**config.mk**
```make
export PLATFORM = sky130hd
export DESIGN_NAME = traffic_phase_controller
export DESIGN_NICKNAME = d
export VERILOG_FILES = /design/src/rtl/traffic_phase_controller.sv
export SDC_FILE = /design/constraint.sdc
export NUM_CORES = 1
export LEC_CHECK = 0
export CAP_MARGIN = 20
export CORE_MARGIN = 2
export CORE_UTILIZATION = 45
export CTS_CLUSTER_SIZE = 25
export DETAILED_ROUTE_END_ITERATION = 10
export PLACE_DENSITY = 0.74
export SKIP_CTS_REPAIR_TIMING = 1
export SLEW_MARGIN = 5
export SYNTH_ARGS = -nofsm -noshare
export SYNTH_HDL_FRONTEND = slang
export SYNTH_SLANG_ARGS = --single-unit
```
**constraint.sdc**
```tcl
create_clock -name clk -period 2.1 [get_ports clk]
set_clock_uncertainty 0.15 [all_clocks]
set_input_delay 0.42 -clock clk [delete_from_list [all_inputs] [get_ports clk]]
set_output_delay 0.42 -clock clk [all_outputs]
set_load 0.05 [all_outputs]
```
**src/rtl/traffic_phase_controller.sv**
```systemverilog
// traffic_phase_controller: phased signal heads with latched requests, min/gap/max green, all-red clearance and round-robin service
package light_package;
  typedef enum logic [1:0] {RED, YELLOW, GREEN} colors;
endpackage

module traffic_phase_controller
  import light_package::*;
#(
  parameter int NUM_LANES = 5,
  parameter int NUM_PHASES = 3,
  parameter logic [NUM_PHASES*NUM_LANES-1:0] PHASE_LANES = 15'b10000_00101_01010,
  parameter int GREEN_MIN = 5,
  parameter int GREEN_MAX = 10,
  parameter int YELLOW_CYCLES = 2,
  parameter int ALL_RED_CYCLES = 1,
  localparam int PW = NUM_PHASES > 1 ? $clog2(NUM_PHASES) : 1
) (
  input  logic                 clk,
  input  logic                 reset,
  input  logic [NUM_LANES-1:0] sensor,
  output colors                lights [NUM_LANES],
  output logic [PW-1:0]        active_phase,
  output logic                 phase_green
);
  localparam int CMAX = GREEN_MAX > YELLOW_CYCLES ?
    (GREEN_MAX > ALL_RED_CYCLES ? GREEN_MAX : ALL_RED_CYCLES) :
    (YELLOW_CYCLES > ALL_RED_CYCLES ? YELLOW_CYCLES : ALL_RED_CYCLES);
  localparam int CW = $clog2(CMAX + 1);
  localparam logic [1:0] S_IDLE = 2'd0, S_GREEN = 2'd1, S_YELLOW = 2'd2, S_CLEAR = 2'd3;

  logic [1:0] state, state_nx;
  logic [PW-1:0] rr_ptr, rr_nx, act_nx, base, pick;
  logic [CW-1:0] cnt, cnt_nx;
  logic [NUM_LANES-1:0] req, pend, mask, lit;
  logic [NUM_PHASES-1:0] dem;
  logic own_dem, other_dem, leave, yel_done, clr_done, arb;

  assign mask = PHASE_LANES[active_phase * NUM_LANES +: NUM_LANES];
  assign lit = state == S_GREEN ? mask : '0;
  assign pend = req | sensor;
  assign phase_green = state == S_GREEN;

  always_comb
    for (int p = 0; p < NUM_PHASES; p++)
      dem[p] = |(pend & PHASE_LANES[p * NUM_LANES +: NUM_LANES]);

  assign own_dem = |(pend & mask);
  assign other_dem = |(dem & ~(NUM_PHASES'(1) << active_phase));
  assign leave = (cnt >= CW'(GREEN_MIN) && !own_dem) || (cnt >= CW'(GREEN_MAX) && other_dem);
  assign yel_done = state == S_YELLOW && cnt >= CW'(YELLOW_CYCLES);
  assign clr_done = state == S_CLEAR && cnt >= CW'(ALL_RED_CYCLES);
  assign arb = state == S_IDLE || clr_done || (yel_done && ALL_RED_CYCLES == 0);
  // after a service the scan starts just past the served phase, so it ranks last
  assign base = state == S_IDLE ? rr_ptr :
                active_phase == PW'(NUM_PHASES - 1) ? '0 : active_phase + 1'b1;

  // lowest demanding index at or above base wins, else the lowest one overall (wrap)
  always_comb begin
    pick = base;
    for (int j = NUM_PHASES - 1; j >= 0; j--)
      if (dem[j]) pick = PW'(j);
    for (int j = NUM_PHASES - 1; j >= 0; j--)
      if (dem[j] && j >= int'(base)) pick = PW'(j);
  end

  always_comb begin
    state_nx = state;
    act_nx = active_phase;
    rr_nx = rr_ptr;
    cnt_nx = cnt + 1'b1;
    if (arb) begin
      rr_nx = base;
      state_nx = |dem ? S_GREEN : S_IDLE;
      act_nx = |dem ? pick : active_phase;
      cnt_nx = |dem ? CW'(1) : '0;
    end else if (state == S_GREEN) begin
      state_nx = leave ? S_YELLOW : S_GREEN;
      cnt_nx = leave ? CW'(1) : cnt < CW'(GREEN_MAX) ? cnt + 1'b1 : cnt;
    end else if (yel_done) begin
      state_nx = S_CLEAR;
      cnt_nx = CW'(1);
    end
  end

  always_ff @(posedge clk or posedge reset)
    if (reset) begin
      state <= S_IDLE;
      active_phase <= '0;
      rr_ptr <= '0;
      cnt <= '0;
      req <= '0;
    end else begin
      state <= state_nx;
      active_phase <= act_nx;
      rr_ptr <= rr_nx;
      cnt <= cnt_nx;
      req <= pend & ~lit;
    end

  always_comb
    for (int i = 0; i < NUM_LANES; i++)
      lights[i] = !mask[i] ? RED : state == S_GREEN ? GREEN : state == S_YELLOW ? YELLOW : RED;
endmodule

```
==> results of run 1 <==
-- per-stage QoR --
stage               TNS [ns]  area (sq um)  hold WS, ns
CTS                    -1.04          1430        0.344
detailed placement     -2.76          1400        0.349
global placement       -2.25          1400        0.344
global route          -0.620          1560        0.360
finish                -0.105          1560        0.323
floorplan            -0.0185          1040        0.171
-- final cells by class --
type | instances | share of cell area [%]
Multi-Input combinational cell | 83 | 40.1
Inverter | 6 | 1.45
Tap cell | 27 | 2.17
Clock buffer | 4 | 1.69
Timing Repair Buffer | 39 | 30.2
Sequential cell | 15 | 24.4
-- tightest hold or removal path: stages --
cell            delay, ns
dlymetal6s2s_1       0.15
nor2_1               0.11
nor2_1               0.06
-- state kept, by name (all words and copies together), names as in the netlist --
signal        cells
state             2
req               5
active_phase      2
rr_ptr            2
cnt               4
-- power by group through the flow --
| stage | sequential [uW] | combinational [uW] | clock [uW] |
|---|---|---|---|
| 3_3_place_gp | 599 | 1510 | 0 |
| 6_report | 604 | 1760 | 175 |
| 4_1_cts | 601 | 1560 | 180 |
| 5_1_grt | 625 | 1890 | 191 |
| 2_1_floorplan | 597 | 981 | 0 |
| 3_5_place_dp | 605 | 1550 | 0 |
-- worst max-delay path by stage --
stage | startpoint | to | slack (ns) | cells after the start
floorplan | active_phase[0]$_DFFE_PP0P_ | lights[7] | -0.02 | 3
CTS | sensor[1] | cnt[2]$_DFFE_PP0P_ | -0.30 | 7
global route | req[3]$_DFF_PP0_ | cnt[2]$_DFFE_PP0P_ | -0.26 | 6
global placement | sensor[1] | cnt[2]$_DFFE_PP0P_ | -0.47 | 7
finish | req[3]$_DFF_PP0_ | cnt[2]$_DFFE_PP0P_ | -0.11 | 6
detailed placement | sensor[1] | cnt[2]$_DFFE_PP0P_ | -0.59 | 7
-- routing by layer --
metal | vias to the layer above | share of wire [%] | global-route usage [%] | wire (um)
met5 | - | 0 | 0 | 0
met4 | 0 | 1.7 | 14.9 | 44
met3 | 5 | 6.8 | 5.65 | 178
met2 | 42 | 52 | 36.4 | 1370
met1 | 458 | 39 | 27.1 | 1040
li1 | 460 | - | - | -
-- cell usage in the layout, fill, tap and decap left out, types with 2 or more instances in the layout --
master / n
buf_12: 12
inv_1: 6
nor4_2: 2
ha_1: 4
dlymetal6s2s_1: 2
buf_4: 19
dfrtp_2: 4
nor2_4: 2
clkdlybuf4s50_1: 4
clkbuf_4: 3
dfrtp_1: 11
o21ai_1: 2
nor3_4: 3
nand2b_1: 4
nand2_1: 8
o31ai_1: 2
nor2_1: 18
a21oi_1: 8
nor2_2: 3
buf_6: 2
nand3_1: 3
o21a_1: 2
-- cell families after synthesis --
kind of cell	count (synthesis)
muxes	1
AOI/OAI and AO/OA	27
DFF	15
xor gates and xnor gates	1
adders and majority gates	4
buffers and inverters	13
and+or+nand+nor	50
==> results.txt, run 1 <==
The die covers 2540 sq um. In the routed design, unresolved DRC markers number 0. The stage delay of the slowest cell on the critical path is 0.44 ns. After layout, the design draws a total of 2530 uW.

For the leakage dissipation, the log shows 0.000659 uW. The number of cell instances on the worst register-to-register path is 6. Max-cap violations in this run came to 0.

The type of the tightest min-delay check was primary input to flop. In the final layout, the share of cells above drive strength 1 is 41.5%. Buffers placed on the I/O ports in this run total 19. The final hold violation count is 0. The startpoint identified for the worst register-to-register timing path is req[3]$_DFF_PP0_. The largest total area in the synthesized netlist belongs to dfrtp_1. At the end of routability-driven placement, the weighted congestion stood at 0.959.

Cell type group with the largest total delay on the critical path: compound AO/OA/AOI/OAI gates. The final critical path time including I/O delays and setup was 2.21 ns. The logs give 22.8% for the total global routing track utilization and 928 for the via count of the first global-routing pass. Terminus of the critical flop-to-flop path: cnt[2]$_DFFE_PP0P_. Category of the critical setup timing path: flop to flop. At the end of the flow, the number of nets in the layout was 159. After clock tree synthesis, the clock-pin slew on the worst setup and hold paths is 0.09 ns. After filler insertion, the fill cell instance count of the layout stands at 122. Sorting the synthesized cells by how often they occur yields 23 x nor2_1, 15 x dfrtp_1, 8 x a21oi_1, 8 x nand2_1, 6 x inv_1.

After synthesis the netlist holds a flip-flop and latch count of 15. The average instance in the mapped netlist occupies 8.74 sq um. The relative contribution of sequential cells to total power is 23.8%, and the count of buffering cells on the critical path with inverters included is 0. The run finished, with violations left. Count of flip-flops with a built-in enable after synthesis: 0. STA classifies the critical path startpoint as a flop. In the finished design, the share of the clock period the worst path needs comes to 105%. Share of flip-flops with an asynchronous set or reset after synthesis: 100%. Setup slack on the worst reg-to-reg path comes out at -0.11 ns. The mean routed wirelength per cell is 15.1 um, and the post-route antenna net violation count is 0. Summing the areas of all fa, ha and maj instances in the mapped netlist gives 5.16% of the synthesized area. The floorplan step set the die height to 50.4 um. For hold timing, the worst endpoint is req[1]$_DFF_PP0_. The tools report the multi-input combinational cell area as 624 sq um.

The internal portion of the total power is 1320 uW. Setup repair after global routing could not meet its margin everywhere. The number of nets handed over by synthesis was 122. The cell sitting at the root of the clock tree is a clkbuf_4. 20 I/O pins were placed. CTS saw 15 sinks.

Measured against its own limit, the worst slew margin works out to 60.0%. The tools report the H-tree depth as 1. In this run, the clock network consumes 6.9% of the power. For this design the ratio of total power to cell area is 1630 nW/um^2.

The die width was 50.4 um; the setup-violating endpoint count in the final report was 1. After synthesis, the netlist uses 35 different library cells. By area, the combinational part of the netlist is dominated by simple AND/OR/NAND/NOR gates. Sequential elements use 38.7% of the synthesized area. For the worst setup path, the data required time is 2.16 ns. TritonCTS built the clock tree. The tools report the post-placement setup slack as -0.585 ns. The post-synthesis simple-gate area fraction is 25.7%.

Yosys instantiated no cell more often than nor2_1. The logs give 174 for the final cell count without fillers and 77.8% for the core occupancy in the finished layout. For the setup slack of the critical path after layout, the log shows -0.105 ns. The checks that failed: setup timing.

The top flip-flop cell by instance count after synthesis is dfrtp_1. For the worst setup path, the data arrival time is 2.27 ns. The top fanout value on the critical path is 4, and the combinational cell fraction of total power is 69.3%.

The worst setup path is captured at a flop. The largest individual stage delay along the critical path comes from the cell a2111oi_4. By area the synthesized netlist is led by dfrtp_1 39%, nor2_1 8.9%, ha_1 5.2%. The logs give 38 for the iteration-0 DRC count of the detailed router and 0 for the number of pins exceeding their max-slew limit in the final report. Once the floorplan was initialized, standard cells occupied 48.4% of the core. The tools report the combined flip-flop and latch cell area as 380 sq um. The routed design has 2630 um of wire. The synthesized netlist cell count is 111, and the proportion of total power due to net switching is 47.9%. The logs give 0 for the diode insertion count for antenna repair and 965 for the total vias in the final route. After detailed routing, the number of vias per cell comes to 5.55.

The number of buffers inserted during clock tree synthesis was 3. Walking the worst path, the cells encountered are nor4_4 -> a21oi_2 -> o311a_4 -> a2111oi_4 -> nand4_1 -> o211ai_1. The area share of the largest cell type after synthesis is 38.7%. The logs give 4260 um for the global-route wire length before repair and 1900 um for the detailed-placement wirelength estimate. The synthesized netlist devotes 21.2% of its cell area to compound gates.

For the area of the mapped netlist, the log shows 970 sq um. Across the VDD grid, the largest voltage drop is 0.899 mV. The worst hold path startpoint is sensor[1]. Reported net switching power: 1210 uW. The area share of xor/xnor cells in the synthesized design was 0.903%; the sum of overflow across all layers after global routing was 0. The worst hold path passes through 3 cells. Yosys printed 0 warnings. The highest achievable clock rate is 453 MHz, and the layout overhead on the synthesized area is 60.6%.

For this run, the detailed router's first-pass iteration total came to 4. The initialized floorplan defines 16 standard-cell rows. The tools report the core area as 2000 sq um. The multiplexer fraction of the synthesized cell area was 1.16%. The number of placed instances, taps included, is 163.

The run gives 0.30 ns as the clock insertion delay at the later pin of the skew report. The transition time at the pin with the least slew margin was 0.599 ns; the worst-case clock buffer depth was 2. The tools report the number of antenna violations at the first check in global routing as 0.

For the pin count of the biggest net entering global routing, the log shows 16.
Note: power is estimated with default switching activity, not from simulation.
==> inputs of run 2 (changes only) <==
--- a/config.mk
+++ b/config.mk
@@ -5,12 +5,11 @@
 export SDC_FILE = /design/constraint.sdc
 export NUM_CORES = 1
 export LEC_CHECK = 0
-export CAP_MARGIN = 20
 export CORE_MARGIN = 2
-export CORE_UTILIZATION = 45
+export CORE_UTILIZATION = 50
 export CTS_CLUSTER_SIZE = 25
 export DETAILED_ROUTE_END_ITERATION = 10
-export PLACE_DENSITY = 0.74
+export PLACE_DENSITY = 0.78
 export SKIP_CTS_REPAIR_TIMING = 1
 export SLEW_MARGIN = 5
 export SYNTH_ARGS = -nofsm -noshare
==> constraint.sdc (replaced) <==
create_clock -name clk -period 2.2 [get_ports clk]
set_clock_uncertainty 0.15 [all_clocks]
set_input_delay 0.44 -clock clk [delete_from_list [all_inputs] [get_ports clk]]
set_output_delay 0.44 -clock clk [all_outputs]
set_load 0.05 [all_outputs]
==> run 2 against run 1 <==
The run still ends with setup timing left. Critical path depth increased by 3. Hold slack better by 0.0093 ns. Non-clock buffer count fell by 4. Critical path type is now primary input to flop. Largest power group unchanged.
==> results.txt, run 2 (synthesis gave the netlist of run 1 again) <==
The worst-case clock buffer depth is 2 (unchanged). The tools report the kind of start point of the critical path as a primary input (was a flop). The run gives 2360 uW (was 2530 uW) as the power after layout. The startpoint of the most critical register-to-register path was req[3]$_DFF_PP0_ (unchanged). The number of instances on the worst hold path is 3 (unchanged), and the share of cells above drive strength 1 is 37.8% (was 41.5%).

The pin count of the biggest net entering global routing is 16 (unchanged). The H-tree depth came out at 1 (unchanged). The tools report the number of buffers inserted during clock tree synthesis as 3 (unchanged). The commonest non-fill, non-tap cell in the layout was nor2_1 (was buf_4). The logs give 0 (unchanged) for the number of antenna violations at the first check in global routing and 0.31 ns (was 0.30 ns) for the clock insertion delay at the later pin of the skew report. Setup repair after global routing could not meet its margin everywhere.

Library cell appearing most often on the critical path: buf_4. The setup slack of the most critical reg-to-reg path was 0 ns (was -0.11 ns); the total global routing track utilization was 25.1% (was 22.8%). Leakage dissipation: 0.000632 uW (was 0.000659 uW). The tools report the relative contribution of sequential cells to total power as 24.5% (was 23.8%). The post-placement setup slack is -0.476 ns (was -0.585 ns), and the sum of overflow across all layers after global routing is 0 (unchanged). The tools report the via count of the first global-routing pass as 812 (was 928).

The run gives 2.28 ns (was 2.27 ns) as the endpoint arrival time on the critical path. The run gives 20 (unchanged) as the total I/O pin count. The run gives 0 (unchanged) as the total of max-cap violations. The flip-flop count of the largest register after layout is 5 (unchanged). The routability-driven placement congestion ratio is 0.868 (was 0.959). The type of the tightest min-delay check was primary input to flop (unchanged). For the maximum ir drop on the vdd rail, the log shows 1.16 mV (was 0.899 mV).

The tools report the normalized max-slew margin as 60.7% (was 60.0%). Largest registers: req x5, cnt x4 (unchanged). The global-route wire length before repair was 3830 um (was 4260 um); the transition time at the pin with the least slew margin was 0.584 ns (was 0.599 ns). For the iteration-0 DRC count of the detailed router, the log shows 54 (was 38). The highest achievable clock rate was 451 MHz; the number of buffer cells added on primary ports was 19 (unchanged).

The number of pins exceeding their max-slew limit in the final report was 0 (unchanged); the endpoint required time on the critical path was 2.26 ns (was 2.16 ns). The DRC violation count after routing is 0 (unchanged), and the cell area after placement is 1370 sq um (was 1400 sq um). Most used cells in the layout excluding fill and tap cells: 20 x nor2_1, 17 x buf_4, 11 x dfrtp_1, 11 x buf_12 (was 19 x buf_4, 18 x nor2_1, 12 x buf_12). Cell at the root of the clock tree: clkbuf_4 (unchanged). The combinational cell fraction of total power is 68.2% (was 69.3%), and the mean routed wirelength per cell is 15.6 um (was 15.1 um).

The tools report the total vias in the final route as 956 (was 965). The tools report the terminus of the critical flop-to-flop path as cnt[2]$_DFFE_PP0P_ (unchanged). The proportion of total power due to net switching is 49.5% (was 47.9%), and the number of standard-cell rows in the floorplan is 15 (was 16).

The top fanout value on the critical path works out to 4 (unchanged). The register with the highest flop count is req (unchanged). The final hold violation count was 0 (unchanged). The clock network fraction of design power was 7.4% (was 6.9%); the worst hold slack across all endpoints was 0.332 ns (was 0.323 ns).

The die width is 48.0 um (was 50.4 um). Worst hold path startpoint: sensor[3] (was sensor[1]). The logs give 155 (was 159) for the net total in the final layout and 15 (unchanged) for the clock net sink count.

The tools report the internal power as 1190 uW (was 1320 uW). The detailed-router iteration count before antenna repair came out at 4 (unchanged). Cell with the largest stage delay on the worst path: clkdlybuf4s50_1 (was a2111oi_4). The full die area came out at 2310 sq um (was 2540 sq um). The detailed-placement wirelength estimate was 1750 um (was 1900 um).

The run finished, with violations left. The end point of the most critical hold path is req[3]$_DFF_PP0_ (was req[1]$_DFF_PP0_). The final critical path time including I/O delays and setup was 2.22 ns. Category of the critical setup timing path: primary input to flop (was flop to flop).

The core area is 1780 sq um (was 2000 sq um). For the core occupancy in the finished layout, the log shows 83.6% (was 77.8%). Worst-path cell chain: clkdlybuf4s50_1 -> nor4_1 -> buf_4 -> nand3_1 -> o311a_4 -> a2111oi_2 -> buf_4 -> nand3b_1 -> o211ai_1 (was nor4_4 -> a21oi_2 -> o311a_4 -> a2111oi_4 -> nand4_1 -> o211ai_1). The vertical die dimension was 48.0 um (was 50.4 um); the power density relative to cell area was 1580 nW/um^2 (was 1630 nW/um^2).

Starting density of the core: 54.4% (was 48.4%). The final clock period utilization by the worst path is 101%. The tools report the kind of end point of the critical path as a flop (unchanged). The run gives 2610 um (was 2630 um) as the overall routed net length. Failing checks: setup timing (unchanged). Reported net switching power: 1170 uW (was 1210 uW).

The final design area excluding fillers was 1490 sq um (was 1560 sq um). The stage delay of the slowest cell on the critical path is 0.42 ns (was 0.44 ns). Clock slew seen by the registers of the worst setup and hold paths: 0.09 ns (about the same). Setup-violating endpoint count in the final report: 1 (unchanged). TritonCTS built the clock tree. Diode insertion count for antenna repair: 0 (unchanged). The average vias per placed instance came out at 5.69 (was 5.55). The layout overhead on the synthesized area is 53.7% (was 60.6%). The number of cell instances on the worst register-to-register path is 8 (was 6), and the post-route antenna net violation count is 0 (unchanged).

The tools report the setup slack of the critical path after layout as -0.0165 ns (was -0.105 ns).
-- run 2: area by class of cell --
| type | instances | area (sq um) |
|---|---|---|
| Inverter | 6 | 22.5 |
| Fill cell | 98 | 293 |
| Timing Repair Buffer | 35 | 424 |
| Tap cell | 25 | 31.3 |
| Clock buffer | 4 | 26.3 |
| Multi-Input combinational cell | 83 | 606 |
| Sequential cell | 15 | 380 |
-- run 2: critical path: cells and delay by family --
family                 cells  cell delay, ns
buffers and inverters      3            0.78
AOI/OAI and AO/OA          3            0.62
and+or+nand+nor            3            0.44
-- run 2: metrics by stage --
step,cells,TNS [ns]
6_report,168,-0.0165
5_1_grt,168,-0.130
4_1_cts,163,-0.625
3_5_place_dp,159,-2.19
3_3_place_gp,159,-1.87
2_1_floorplan,111,0
-- run 2: worst max path at each step --
stage                                      startpoint            endpoint  slack [ns]  cells past startpoint
after floorplan           active_phase[1]$_DFFE_PP0P_  cnt[2]$_DFFE_PP0P_        0.02                      8
after global placement                      sensor[1]  cnt[2]$_DFFE_PP0P_       -0.41                      7
after detailed placement                    sensor[1]  cnt[2]$_DFFE_PP0P_       -0.48                      7
after CTS                                   sensor[1]  cnt[2]$_DFFE_PP0P_       -0.26                      7
after global routing                        sensor[4]  cnt[2]$_DFFE_PP0P_       -0.11                      8
final                                       sensor[2]  cnt[2]$_DFFE_PP0P_       -0.02                      9
-- run 2: layer usage --
| layer | GRT usage (%) | up-vias | wire (um) |
|---|---|---|---|
| met3 | 4.53 | 5 | 219 |
| met5 | 0 | - | 0 |
| met4 | 14.1 | 0 | 52 |
| met1 | 33.5 | 445 | 1080 |
| met2 | 38.1 | 53 | 1270 |
| li1 | - | 453 | - |
-- run 2: power groups by stage --
stage	sequential [uW]	clock (uW)	combinational, uW
5_1_grt	591	188	1710
4_1_cts	550	169	1500
3_5_place_dp	556	0	1480
6_report	577	173	1610
2_1_floorplan	566	0	926
3_3_place_gp	541	0	1450
